File: src/rtl/conv1_scheduler_pkg.sv
// Shared constants, FSM state type and the (kernel,row,col) operation index
// used by both the issue and the write counters of the conv1 scheduler.
package conv_pkg;

    localparam int OUT_DIM   = 28;
    localparam int NKERN     = 2;
    localparam int KSIZE     = 5;
    localparam int TOTAL_OPS = OUT_DIM * OUT_DIM * NKERN;

    typedef enum logic [1:0] {
        IDLE  = 2'd0,
        RUN   = 2'd1,
        DRAIN = 2'd2,
        DONE  = 2'd3
    } state_t;

    typedef struct packed {
        logic       kernel;
        logic [4:0] row;
        logic [4:0] col;
    } op_idx_t;

    // Row-major walk with the kernel index innermost; wraps to zero after the last op.
    function automatic op_idx_t op_next(input op_idx_t i, input int dim, input int nk);
        op_idx_t n;
        n = i;
        if (int'(i.kernel) + 1 < nk) begin
            n.kernel = i.kernel + 1'b1;
        end else begin
            n.kernel = 1'b0;
            if (int'(i.col) + 1 < dim) begin
                n.col = i.col + 5'd1;
            end else begin
                n.col = 5'd0;
                if (int'(i.row) + 1 < dim) n.row = i.row + 5'd1;
                else                       n.row = 5'd0;
            end
        end
        return n;
    endfunction

    function automatic logic op_is_last(input op_idx_t i, input int dim, input int nk);
        return (int'(i.kernel) == nk - 1) && (int'(i.row) == dim - 1) &&
               (int'(i.col) == dim - 1);
    endfunction

endpackage

File: src/rtl/conv1_scheduler_fifo.sv
// Result FIFO between the convolution engine and the featuremap writer.
// Occupancy is a registered count so consumers can use it without touching pop.
module sync_fifo #(
    parameter int WIDTH = 8,
    parameter int DEPTH = 4
) (
    input  logic                           clk,
    input  logic                           rst,
    input  logic                           push,
    input  logic [WIDTH-1:0]               din,
    input  logic                           pop,
    output logic [WIDTH-1:0]               dout,
    output logic                           full,
    output logic                           empty,
    output logic [$clog2(DEPTH+1)-1:0]     count
);

    localparam int AW = (DEPTH > 1) ? $clog2(DEPTH) : 1;
    localparam int CW = $clog2(DEPTH + 1);
    localparam logic [AW-1:0] LAST_PTR = AW'(DEPTH - 1);
    localparam logic [CW-1:0] FULL_CNT = CW'(DEPTH);

    logic [WIDTH-1:0] mem [DEPTH];
    logic [AW-1:0]    wr_ptr;
    logic [AW-1:0]    rd_ptr;
    logic             do_push;
    logic             do_pop;

    assign full    = (count == FULL_CNT);
    assign empty   = (count == '0);
    assign do_pop  = pop && !empty;
    // A push into a full FIFO is only accepted when a pop frees the slot this cycle.
    assign do_push = push && (!full || do_pop);
    assign dout    = empty ? '0 : mem[rd_ptr];

    always_ff @(posedge clk) begin
        if (do_push) mem[wr_ptr] <= din;
    end

    always_ff @(posedge clk) begin
        if (rst) begin
            wr_ptr <= '0;
            rd_ptr <= '0;
            count  <= '0;
        end else begin
            if (do_push) wr_ptr <= (wr_ptr == LAST_PTR) ? '0 : wr_ptr + AW'(1);
            if (do_pop)  rd_ptr <= (rd_ptr == LAST_PTR) ? '0 : rd_ptr + AW'(1);
            case ({do_push, do_pop})
                2'b10:   count <= count + CW'(1);
                2'b01:   count <= count - CW'(1);
                default: count <= count;
            endcase
        end
    end

    overflow_a: assert property (@(posedge clk) disable iff (rst) !(push && full && !pop))
        else $error("sync_fifo: push into full fifo dropped");

endmodule

File: src/rtl/conv1_scheduler.sv
// Layer-pass scheduler for conv1: issues window operations to the shared
// convolution engine under a credit limit and writes results back in order.
module conv1_scheduler
    import conv_pkg::*;
#(
    parameter int BITWIDTH = 8,
    parameter int OUT_DIM  = conv_pkg::OUT_DIM,
    parameter int NKERN    = conv_pkg::NKERN,
    parameter int DEPTH    = 4
) (
    input  logic                clk,
    input  logic                rst,
    input  logic                start,
    output logic                busy,
    output logic                done,
    output logic                iss_valid,
    input  logic                iss_ready,
    output logic [4:0]          iss_row,
    output logic [4:0]          iss_col,
    output logic                iss_kernel,
    input  logic                res_valid,
    input  logic [BITWIDTH-1:0] res_data,
    output logic                wr_valid,
    input  logic                wr_ready,
    output logic                wr_kernel,
    output logic [4:0]          wr_row,
    output logic [4:0]          wr_col,
    output logic [BITWIDTH-1:0] wr_data
);

    // Handshakes: a transfer happens in a cycle where valid && ready; the
    // sender keeps valid high and its fields stable until that cycle.

    localparam int CW = $clog2(DEPTH + 1);
    localparam logic [CW:0] CREDITS = (CW + 1)'(DEPTH);

    state_t          state;
    state_t          state_nx;
    op_idx_t         iss_idx;
    op_idx_t         wr_idx;
    logic [CW-1:0]   inflight;
    logic [CW-1:0]   fifo_count;
    logic [CW:0]     credit_used;
    logic            fifo_full;
    logic            fifo_empty;
    logic            iss_fire;
    logic            wr_fire;
    logic            iss_last;
    logic            wr_last;
    logic            res_taken;

    // Both terms are registered, so wr_ready never reaches iss_valid combinationally.
    assign credit_used = {1'b0, inflight} + {1'b0, fifo_count};

    assign iss_valid  = (state == RUN) && (credit_used < CREDITS);
    assign iss_fire   = iss_valid && iss_ready;
    assign wr_valid   = !fifo_empty;
    assign wr_fire    = wr_valid && wr_ready;
    assign iss_last   = op_is_last(iss_idx, OUT_DIM, NKERN);
    assign wr_last    = op_is_last(wr_idx, OUT_DIM, NKERN);
    assign res_taken  = res_valid && (inflight != '0);

    assign busy       = (state == RUN) || (state == DRAIN);
    assign done       = (state == DONE);
    assign iss_row    = iss_idx.row;
    assign iss_col    = iss_idx.col;
    assign iss_kernel = iss_idx.kernel;
    assign wr_row     = wr_idx.row;
    assign wr_col     = wr_idx.col;
    assign wr_kernel  = wr_idx.kernel;

    always_comb begin
        state_nx = state;
        case (state)
            IDLE:    if (start) state_nx = RUN;
            RUN:     if (iss_fire && iss_last) state_nx = DRAIN;
            DRAIN:   if (wr_fire && wr_last) state_nx = DONE;
            DONE:    state_nx = IDLE;
            default: state_nx = IDLE;
        endcase
    end

    always_ff @(posedge clk) begin
        if (rst) begin
            state    <= IDLE;
            iss_idx  <= '0;
            wr_idx   <= '0;
            inflight <= '0;
        end else begin
            state <= state_nx;
            if (state == IDLE && start) begin
                iss_idx <= '0;
                wr_idx  <= '0;
            end else begin
                if (iss_fire) iss_idx <= op_next(iss_idx, OUT_DIM, NKERN);
                if (wr_fire)  wr_idx  <= op_next(wr_idx, OUT_DIM, NKERN);
            end
            case ({iss_fire, res_taken})
                2'b10:   inflight <= inflight + CW'(1);
                2'b01:   inflight <= inflight - CW'(1);
                default: inflight <= inflight;
            endcase
        end
    end

    sync_fifo #(
        .WIDTH (BITWIDTH),
        .DEPTH (DEPTH)
    ) u_res_fifo (
        .clk   (clk),
        .rst   (rst),
        .push  (res_valid),
        .din   (res_data),
        .pop   (wr_fire),
        .dout  (wr_data),
        .full  (fifo_full),
        .empty (fifo_empty),
        .count (fifo_count)
    );

endmodule

File: config.mk
export PLATFORM = sky130hd
export DESIGN_NAME = conv1_scheduler
export DESIGN_NICKNAME = d
export VERILOG_FILES = /design/src/rtl/conv1_scheduler_pkg.sv /design/src/rtl/conv1_scheduler_fifo.sv /design/src/rtl/conv1_scheduler.sv
export SDC_FILE = /design/constraint.sdc
export NUM_CORES = 1
export LEC_CHECK = 0
export BUFFER_PORTS_ARGS = -buffer_cell sky130_fd_sc_hd__buf_2
export CAP_MARGIN = 25
export CORE_ASPECT_RATIO = 1.25
export CORE_UTILIZATION = 45
export DETAILED_ROUTE_END_ITERATION = 6
export PLACE_DENSITY = 0.76
export SETUP_SLACK_MARGIN = 0.2
export SLEW_MARGIN = 10
export SYNTH_ARGS = -nofsm -noshare
export SYNTH_HDL_FRONTEND = slang
export SYNTH_SLANG_ARGS = --single-unit
File: constraint.sdc
create_clock -name clk -period 3.14 [get_ports clk]
set_input_delay 0 -clock clk [delete_from_list [all_inputs] [get_ports clk]]
set_output_delay 0 -clock clk [all_outputs]
set_load 0.1 [all_outputs]
==> parameters.txt, run 1 <==
Parameter                              Value

Setup path
  Critical Path Start ... u_res_fifo.count[2]
  Signal arrival time at the worst endpoint ... 2520 ps
  Worst setup slack for register-to-register paths ... about 830 ps
  End of the critical path ... iss_row[1]
  Maximum single-stage delay on the critical path ... 480 ps
  Crit Path Max Fanout ... 13
  Critical register-to-register path startpoint ... u_res_fifo.count[2]
  Endpoint of the worst-slack reg-to-reg timing path ... iss_row[1]
  Cell repeated most along the worst path ... nor2_1
  Critical Path RT ... between 3000 and 4000 ps
  Critical Setup Path Class ... reg2reg
  Type of destination of the critical path ... register
  Slowest-stage cell, CP ... nor2_1
  Number of cells traversed by the worst register-to-register path ... 6
  Launching element type of the critical path ... register
  Cell-by-cell listing of the critical path ... ha_1 > nor4b_4 > nand4_1 > nor2_1 > mux2i_1 > nor2_1

STA
  Period utilisation layout ... 0.7345
  RSZ-0062 raised after global routing ... no
  Slew Limit Fails ... 0
  Setup ws final ... 833.7 ps
  Final Hold Viols ... 0
  Worst Tran Pin Value ... 715.4 ps
  Post-Route Setup TNS ... 0 ps
  Minimum clock period ... between 2000 and 2500 ps
  Final Setup Violations ... 0
  Min Hold Slack ... roughly 64 ps
  Worst slew margin relative to its limit ... 0.5231
  Worst clock skew ... 8.206 ps
  Fmax ... 0.4336 GHz

Yosys
  Number of flops mapped to enable cells by yosys ... 32
  Net count after synthesis ... approximately 340
  Top cells by instance count after synthesis ... dfxtp_1 (36), edfxtp_1 (32), nor2_1 (28)
  Primary FF master, synth ... dfxtp_1
  Synthesized flop and latch total ... slightly below 70
  Instance count of the mapped netlist ... 306
  Sequential-to-total area share from yosys stat ... 0.4969
  Unique masters post-synth ... 62
  Portion of synthesized cell area occupied by the leading cell type ... 0.2839
  Combined area of all synthesized cells ... approximately 3400 um^2
  Number of synthesis warnings ... 0
  Largest area contributor in the netlist ... edfxtp_1
  Most area-consuming cells after synthesis ... edfxtp_1 (28%), dfxtp_1 (21%), ha_1 (6.3%)
  Most common cell in the netlist ... dfxtp_1
  Mean instance size in the synthesized netlist ... 11.06 um^2
  Share of synthesized flip-flops with an asynchronous set or reset ... 0

CTS
  Cell at the root of the clock tree ... clkbuf_8
  Clock tree from TritonCTS ... built
  Number of buffers inserted during clock tree synthesis ... 9
  H-tree lvl count ... 3
  Clock latency on the worst-skew pair ... 350 ps
  TritonCTS sink count ... 68
  Number of buffers on the longest clock path ... 2
  Clk slew on worst S/H paths ... 80 ps

Route
  Via density per instance ... 5.416
  Antenna Nets Post-Route ... 0
  Via count ... 2502
  Routed length per placed instance ... between 10 and 15 um
  Detailed Route Iter0 Violations ... 118
  DRT Wirelength ... 6532 um
  Number of iterations in the first detailed-routing pass ... 4
  Remaining design rule violation count ... 0

Floorplanning
  Num rows ... 35
  Count of boundary I/O pins ... between 40 and 50
  DIE AREA ... 7874 um^2
  Core ar. ... between 7000 and 8000 um^2
  Horiz. Die Dim ... 79.57 um
  Initial core utilization ... 0.4628
  Die Ht ... ~99 um

Global routing
  Antenna violations before repair ... 0
  Wire length of the first global-routing pass ... 10970 um
  Global routing usage summed across all routing layers ... 0.1829
  Via count of the first global-routing pass ... 2434
  Maximum number of pins on one net before global-route repair ... 23
  GR Overflow Total ... 0

Placement
  Port Buf Inserts ... 47
  Post-DP HPWL ... roughly 4400 um
  RD Place Congestion ... between 0.7 and 0.8
  Cell total after placement ... 437
  Pre-CTS setup slack ... 848.5 ps

Layout
  Final design utilization ... 0.5459
  Antenna diode count ... 0
  Area used by multi-input combinational logic ... around 1600 um^2
  Share of post-route cells with drive strength above 1 ... 0.2297
  Final cell count without fillers ... between 400 and 500
  Net count reported at finish ... 398
  Fill cell total of the finished layout ... approximately 620
  Area delta synth->final ... 17.97%
  Storage element area ... 1682 um^2

Outcome
  Result of the run ... finished, final reports clean

Worst hold path
  Worst Hold Class ... in2reg

Pwr
  Power per cell area ... 740.1 nW/um^2
  Maximum resistive drop on vdd ... 601.9 uV
  Leak pwr ... 1.534 nW

Run
  Max-cap viol count ... 0
-- metrics by stage --
step	area (um^2)	total power, W
2_1_floorplan	3385	0.002043
3_3_place_gp	3697	0.002204
3_5_place_dp	3697	0.002222
4_1_cts	3993	0.002980
5_1_grt	3993	0.003096
6_report	3993	0.002955
-- how the worst min path moves through the flow --
| stage | from | to | depth (start not counted) |
|---|---|---|---|
| 2_1_floorplan | res_data[0] | u_res_fifo.mem[0][0] | 0 |
| 3_3_place_gp | res_data[1] | u_res_fifo.mem[1][1] | 1 |
| 3_5_place_dp | res_data[3] | u_res_fifo.mem[0][3] | 1 |
| 4_1_cts | iss_ready | iss_kernel | 4 |
| 5_1_grt | iss_ready | iss_kernel | 4 |
| 6_report | iss_ready | iss_kernel | 4 |
-- repair_timing --
item                                   in CTS  in global routing
hold buffers                                9                  0
endpoints found under the hold margin      36                  0
gates resized for setup                     0                  0
setup buffers                               0                  0
-- registers in the layout, summed over array words and instances (netlist names), named ones only --
name               flops
u_res_fifo.wr_ptr      2
wr_kernel              1
wr_col                 5
u_res_fifo.mem        32
inflight               3
iss_row                5
state                  2
iss_kernel             1
wr_row                 5
u_res_fifo.rd_ptr      2
iss_col                5
u_res_fifo.count       3
-- per-layer routing --
metal  part of all wire  GRT usage  vias up
li1                   -          -     1246
met4              0.019    0.07972        0
met3              0.048    0.04815       12
met2               0.52     0.3176       51
met5                  0          0        -
met1               0.41     0.2080     1193
-- cell families (layout without fill, tap and decap cells) --
kind of cell	count (synthesis)	count (layout)	share of synthesized area
DFF	68	68	0.4969
buffers and inverters	27	91	0.03438
xor gates and xnor gates	7	7	0.01811
muxes	15	15	0.07431
adders and majority gates	19	19	0.07468
AOI/OAI and AO/OA	65	65	0.1250
and+or+nand+nor	105	105	0.1767
-- report_power, final --
part           total [W]  switching [W]  internal [W]  leakage [nW]
registers        0.00109      0.0000895       0.00100         0.586
clock network   0.000744       0.000365      0.000379         0.101
logic            0.00112       0.000829      0.000288         0.847
-- cell usage in the layout, fill, tap and decap left out, drive strengths merged, types with 2 or more instances in the layout --
cell type,synthesis,layout
nand3b,5,5
nor4b,2,2
xnor2,2,2
nor3,8,8
dfxtp,36,36
a21oi,27,27
or3,2,2
dlygate4sd3,0,9
a21o,2,2
xor2,5,5
a31oi,3,3
clkbuf,8,9
a211oi,3,3
edfxtp,32,32
a21bo,2,2
nand4,2,2
and2,9,9
nor2,28,28
nand2b,2,2
mux4,8,8
nand3,7,7
buf,2,49
nor2b,10,10
nand4b,2,2
mux2i,6,6
fa,2,2
o31ai,2,2
nand2,16,16
inv,17,21
nor3b,2,2
a221oi,2,2
o21ai,11,11
ha,17,17
and3,2,2
-- area by class of cell --
| type | count | area share |
|---|---|---|
| multi-input combinational | 211 | 0.3974 |
| clock buffer | 9 | 0.03102 |
| tap | 92 | 0.02883 |
| clock inverter | 7 | 0.02037 |
| inverter | 17 | 0.01598 |
| timing repair buffer | 58 | 0.08524 |
| sequential | 68 | 0.4212 |
-- worst max-delay path: cells and delay by family, from the launching register on --
| family | cells | cell delay, ps |
|---|---|---|
| adder cells (fa/ha/maj) | 1 | 290 |
| multiplexers | 1 | 230 |
| flip-flops | 1 | 410 |
| AND/OR/NAND/NOR | 4 | 1250 |
(Power assumes the default switching activity.)
==> inputs of run 2 (changes only) <==
==> constraint.sdc (replaced) <==
create_clock -name clk -period 2.3 [get_ports clk]
set_input_delay 0 -clock clk [delete_from_list [all_inputs] [get_ports clk]]
set_output_delay 0 -clock clk [all_outputs]
set_load 0.1 [all_outputs]
==> run 2 against run 1 <==
  * Global-route usage up 0.64 points
  * Die area unchanged
  * Core utilization up 3.0 points
  * Sequential power up 37%
  * First-iteration DRC count down 3.4%
  * Count of clock-buffer cells in the layout unchanged
  * Clock skew about the same
  * Setup slack worse by 650 ps
  * Routed wire length up 7.5%
  * Cell count up 2.4%
  * Design area up 5.5%
  * Critical path depth up 1
  * Largest cell class unchanged
==> parameters.txt, run 2 (same netlist as run 1, synthesis figures left out) <==
Parameter                              Value

CTS
  Clock latency on the worst-skew pair ... 340 ps (was 350 ps)
  Clk slew on worst S/H paths ... 80 ps (about the same)
  Clock tree from TritonCTS ... built (unchanged)
  H-tree lvl count ... 3 (unchanged)
  Number of buffers on the longest clock path ... 2 (unchanged)
  TritonCTS sink count ... 68 (unchanged)
  Cell at the root of the clock tree ... clkbuf_8 (unchanged)
  Number of buffers inserted during clock tree synthesis ... 9 (unchanged)

Pwr
  Total Power ... 0.004149 W (was 0.002955 W)
  Maximum resistive drop on vdd ... 708.0 uV (was 601.9 uV)
  Power per cell area ... 985.5 nW/um^2 (was 740.1 nW/um^2)
  Leak pwr ... 1.602 nW (was 1.534 nW)

Floorplanning
  Core ar. ... 7313 um^2 (unchanged)
  Count of boundary I/O pins ... 48 (unchanged)
  Horiz. Die Dim ... 79.57 um (unchanged)
  Die Ht ... 98.96 um (unchanged)
  Num rows ... 35 (unchanged)
  Initial core utilization ... 0.4628 (unchanged)
  DIE AREA ... 7874 um^2 (unchanged)

STA
  Slew Limit Fails ... 0 (unchanged)
  Fmax ... 0.4729 GHz (was 0.4336 GHz)
  Post-Route Setup TNS ... 0 ps (unchanged)
  Worst slew margin relative to its limit ... 0.5816 (was 0.5231)
  Period utilisation layout ... 0.9194 (was 0.7345)
  Worst clock skew ... 8.693 ps (was 8.206 ps)
  Final Hold Viols ... 0 (unchanged)
  Minimum clock period ... 2115 ps (was 2306 ps)
  Final Setup Violations ... 0 (unchanged)
  RSZ-0062 raised after global routing ... yes (was no)
  Worst Tran Pin Value ... 619.5 ps (was 715.4 ps)

Route
  Via density per instance ... 5.353 (was 5.416)
  Detailed Route Iter0 Violations ... 114 (was 118)
  Via count ... 2532 (was 2502)
  Routed length per placed instance ... 14.85 um (was 14.14 um)
  Number of iterations in the first detailed-routing pass ... 4 (unchanged)
  Antenna Nets Post-Route ... 0 (unchanged)
  Remaining design rule violation count ... 0 (unchanged)
  DRT Wirelength ... 7025 um (was 6532 um)

Layout
  Most common cell after layout, fill and taps aside ... buf_2 (unchanged)
  Antenna diode count ... 0 (unchanged)
  Flip-flop count of the largest register, all copies and words added ... 32 (unchanged)
  Commonest cells after routing, fill and taps aside ... buf_2 (47), edfxtp_1 (32), a21oi_1 (27), nor2_1 (27), dfxtp_2 (18) (was buf_2 (47), dfxtp_1 (36), edfxtp_1 (32), nor2_1 (28), a21oi_1 (27))
  Net count reported at finish ... 409 (was 398)
  Final cell count without fillers ... 473 (was 462)
  Reg with most FFs ... u_res_fifo.mem (unchanged)
  Fill cell total of the finished layout ... 596 (was 624)
  Share of post-route cells with drive strength above 1 ... 0.3622 (was 0.2297)
  Area delta synth->final ... 24.40% (was 17.97%)

Setup path
  Critical Path Start ... u_res_fifo.count[2] (unchanged)
  Type of destination of the critical path ... register (unchanged)
  Critical register-to-register path startpoint ... u_res_fifo.count[2] (unchanged)
  Crit Path Max Fanout ... 4 (was 13)
  Critical Path RT ... 2560 ps (was 3350 ps)
  Launching element type of the critical path ... register (unchanged)
  Signal arrival time at the worst endpoint ... 2380 ps (was 2520 ps)
  Critical Setup Path Class ... reg2reg (unchanged)

Global routing
  Routing usage on met2 ... 0.3439 (was 0.3176)
  Antenna violations before repair ... 0 (unchanged)
  GR Overflow Total ... 0 (unchanged)
  GRT met1 Usage ... 0.2020 (was 0.2080)
  GR peak layer ... met2 (unchanged)
  Wire length of the first global-routing pass ... 11270 um (was 10970 um)
  Routing usage on met3 ... 0.05648 (was 0.04815)
  Global routing usage summed across all routing layers ... 0.1893 (was 0.1829)
  Maximum number of pins on one net before global-route repair ... 16 (was 23)
  Via count of the first global-routing pass ... 2465 (was 2434)

Placement
  RD Place Congestion ... 0.8119 (was 0.7606)
  Port Buf Inserts ... 47 (unchanged)
  Post-DP HPWL ... 5015 um (was 4382 um)
  Cell total after placement ... 442 (was 437)

Worst hold path
  Worst Hold Class ... in2reg (unchanged)
  Hold_sp ... wr_ready (was iss_ready)

Run
  Max-cap viol count ... 0 (unchanged)

Outcome
  Result of the run ... finished, final reports clean (unchanged)
[run 2: through the flow]
step | instance area [um^2] | util | setup slack (ps) | hold WS [ps]
floorplan | 3462 | - | 198.2 | 98.87
global placement | 3812 | 0.5213 | 143.0 | 215.5
detailed placement | 3812 | 0.5213 | 50.05 | 225.4
CTS | 4163 | 0.5692 | 179.5 | 94.32
global route | 4210 | 0.5757 | 13.77 | 135.1
finish | 4210 | 0.5757 | 185.4 | 109.7
[run 2: routing by layer]
metal  part of all wire  wire, um
met5                  0         0
met4              0.018       126
met3              0.027       188
met2               0.55      3841
met1               0.41      2868
[run 2: repair_timing]
| item | CTS | global route |
|---|---|---|
| setup buffers | 4 | 2 |
| hold endpoints to repair | 34 | 0 |
| gates resized for setup | 11 | 9 |
| pin swaps | 8 | 3 |
| endpoints found under the setup margin | 6 | 17 |
| hold buffers | 9 | 0 |
[run 2: power breakdown]
| part | leakage, nW | internal (W) | switching, W |
|---|---|---|---|
| clock network | 0.101 | 0.000497 | 0.000450 |
| logic | 0.902 | 0.000506 | 0.00121 |
| registers | 0.599 | 0.00138 | 0.000111 |
| total | 1.60 | 0.00238 | 0.00177 |
[run 2: layout make-up]
type / count / area (um^2) / share of cell area
repair buffers: 69 / 422.9 / 0.1004
clock buffers: 9 / 123.9 / 0.02942
inverters: 17 / 63.81 / 0.01516
multi-input cells: 211 / 1692 / 0.4018
flip-flops and latches: 68 / 1727 / 0.4101
well taps: 92 / 115.1 / 0.02734
clock inverters: 7 / 66.31 / 0.01575
[run 2: worst paths after layout]
path,end,slack [ps],cells after the start
max,state[0],190,7
max reg2reg,state[0],190,7
min,u_res_fifo.wr_ptr[1],110,4
min reg2reg,wr_col[1],490,2
[run 2: worst max-delay path, cell delays in order (launching register included)]
cell      delay (ps)
dfxtp_2          340
ha_4             240
nor4b_4          310
nand4_1          170
or3_1            380
a222oi_1         250
buf_4            180
mux2i_1          160
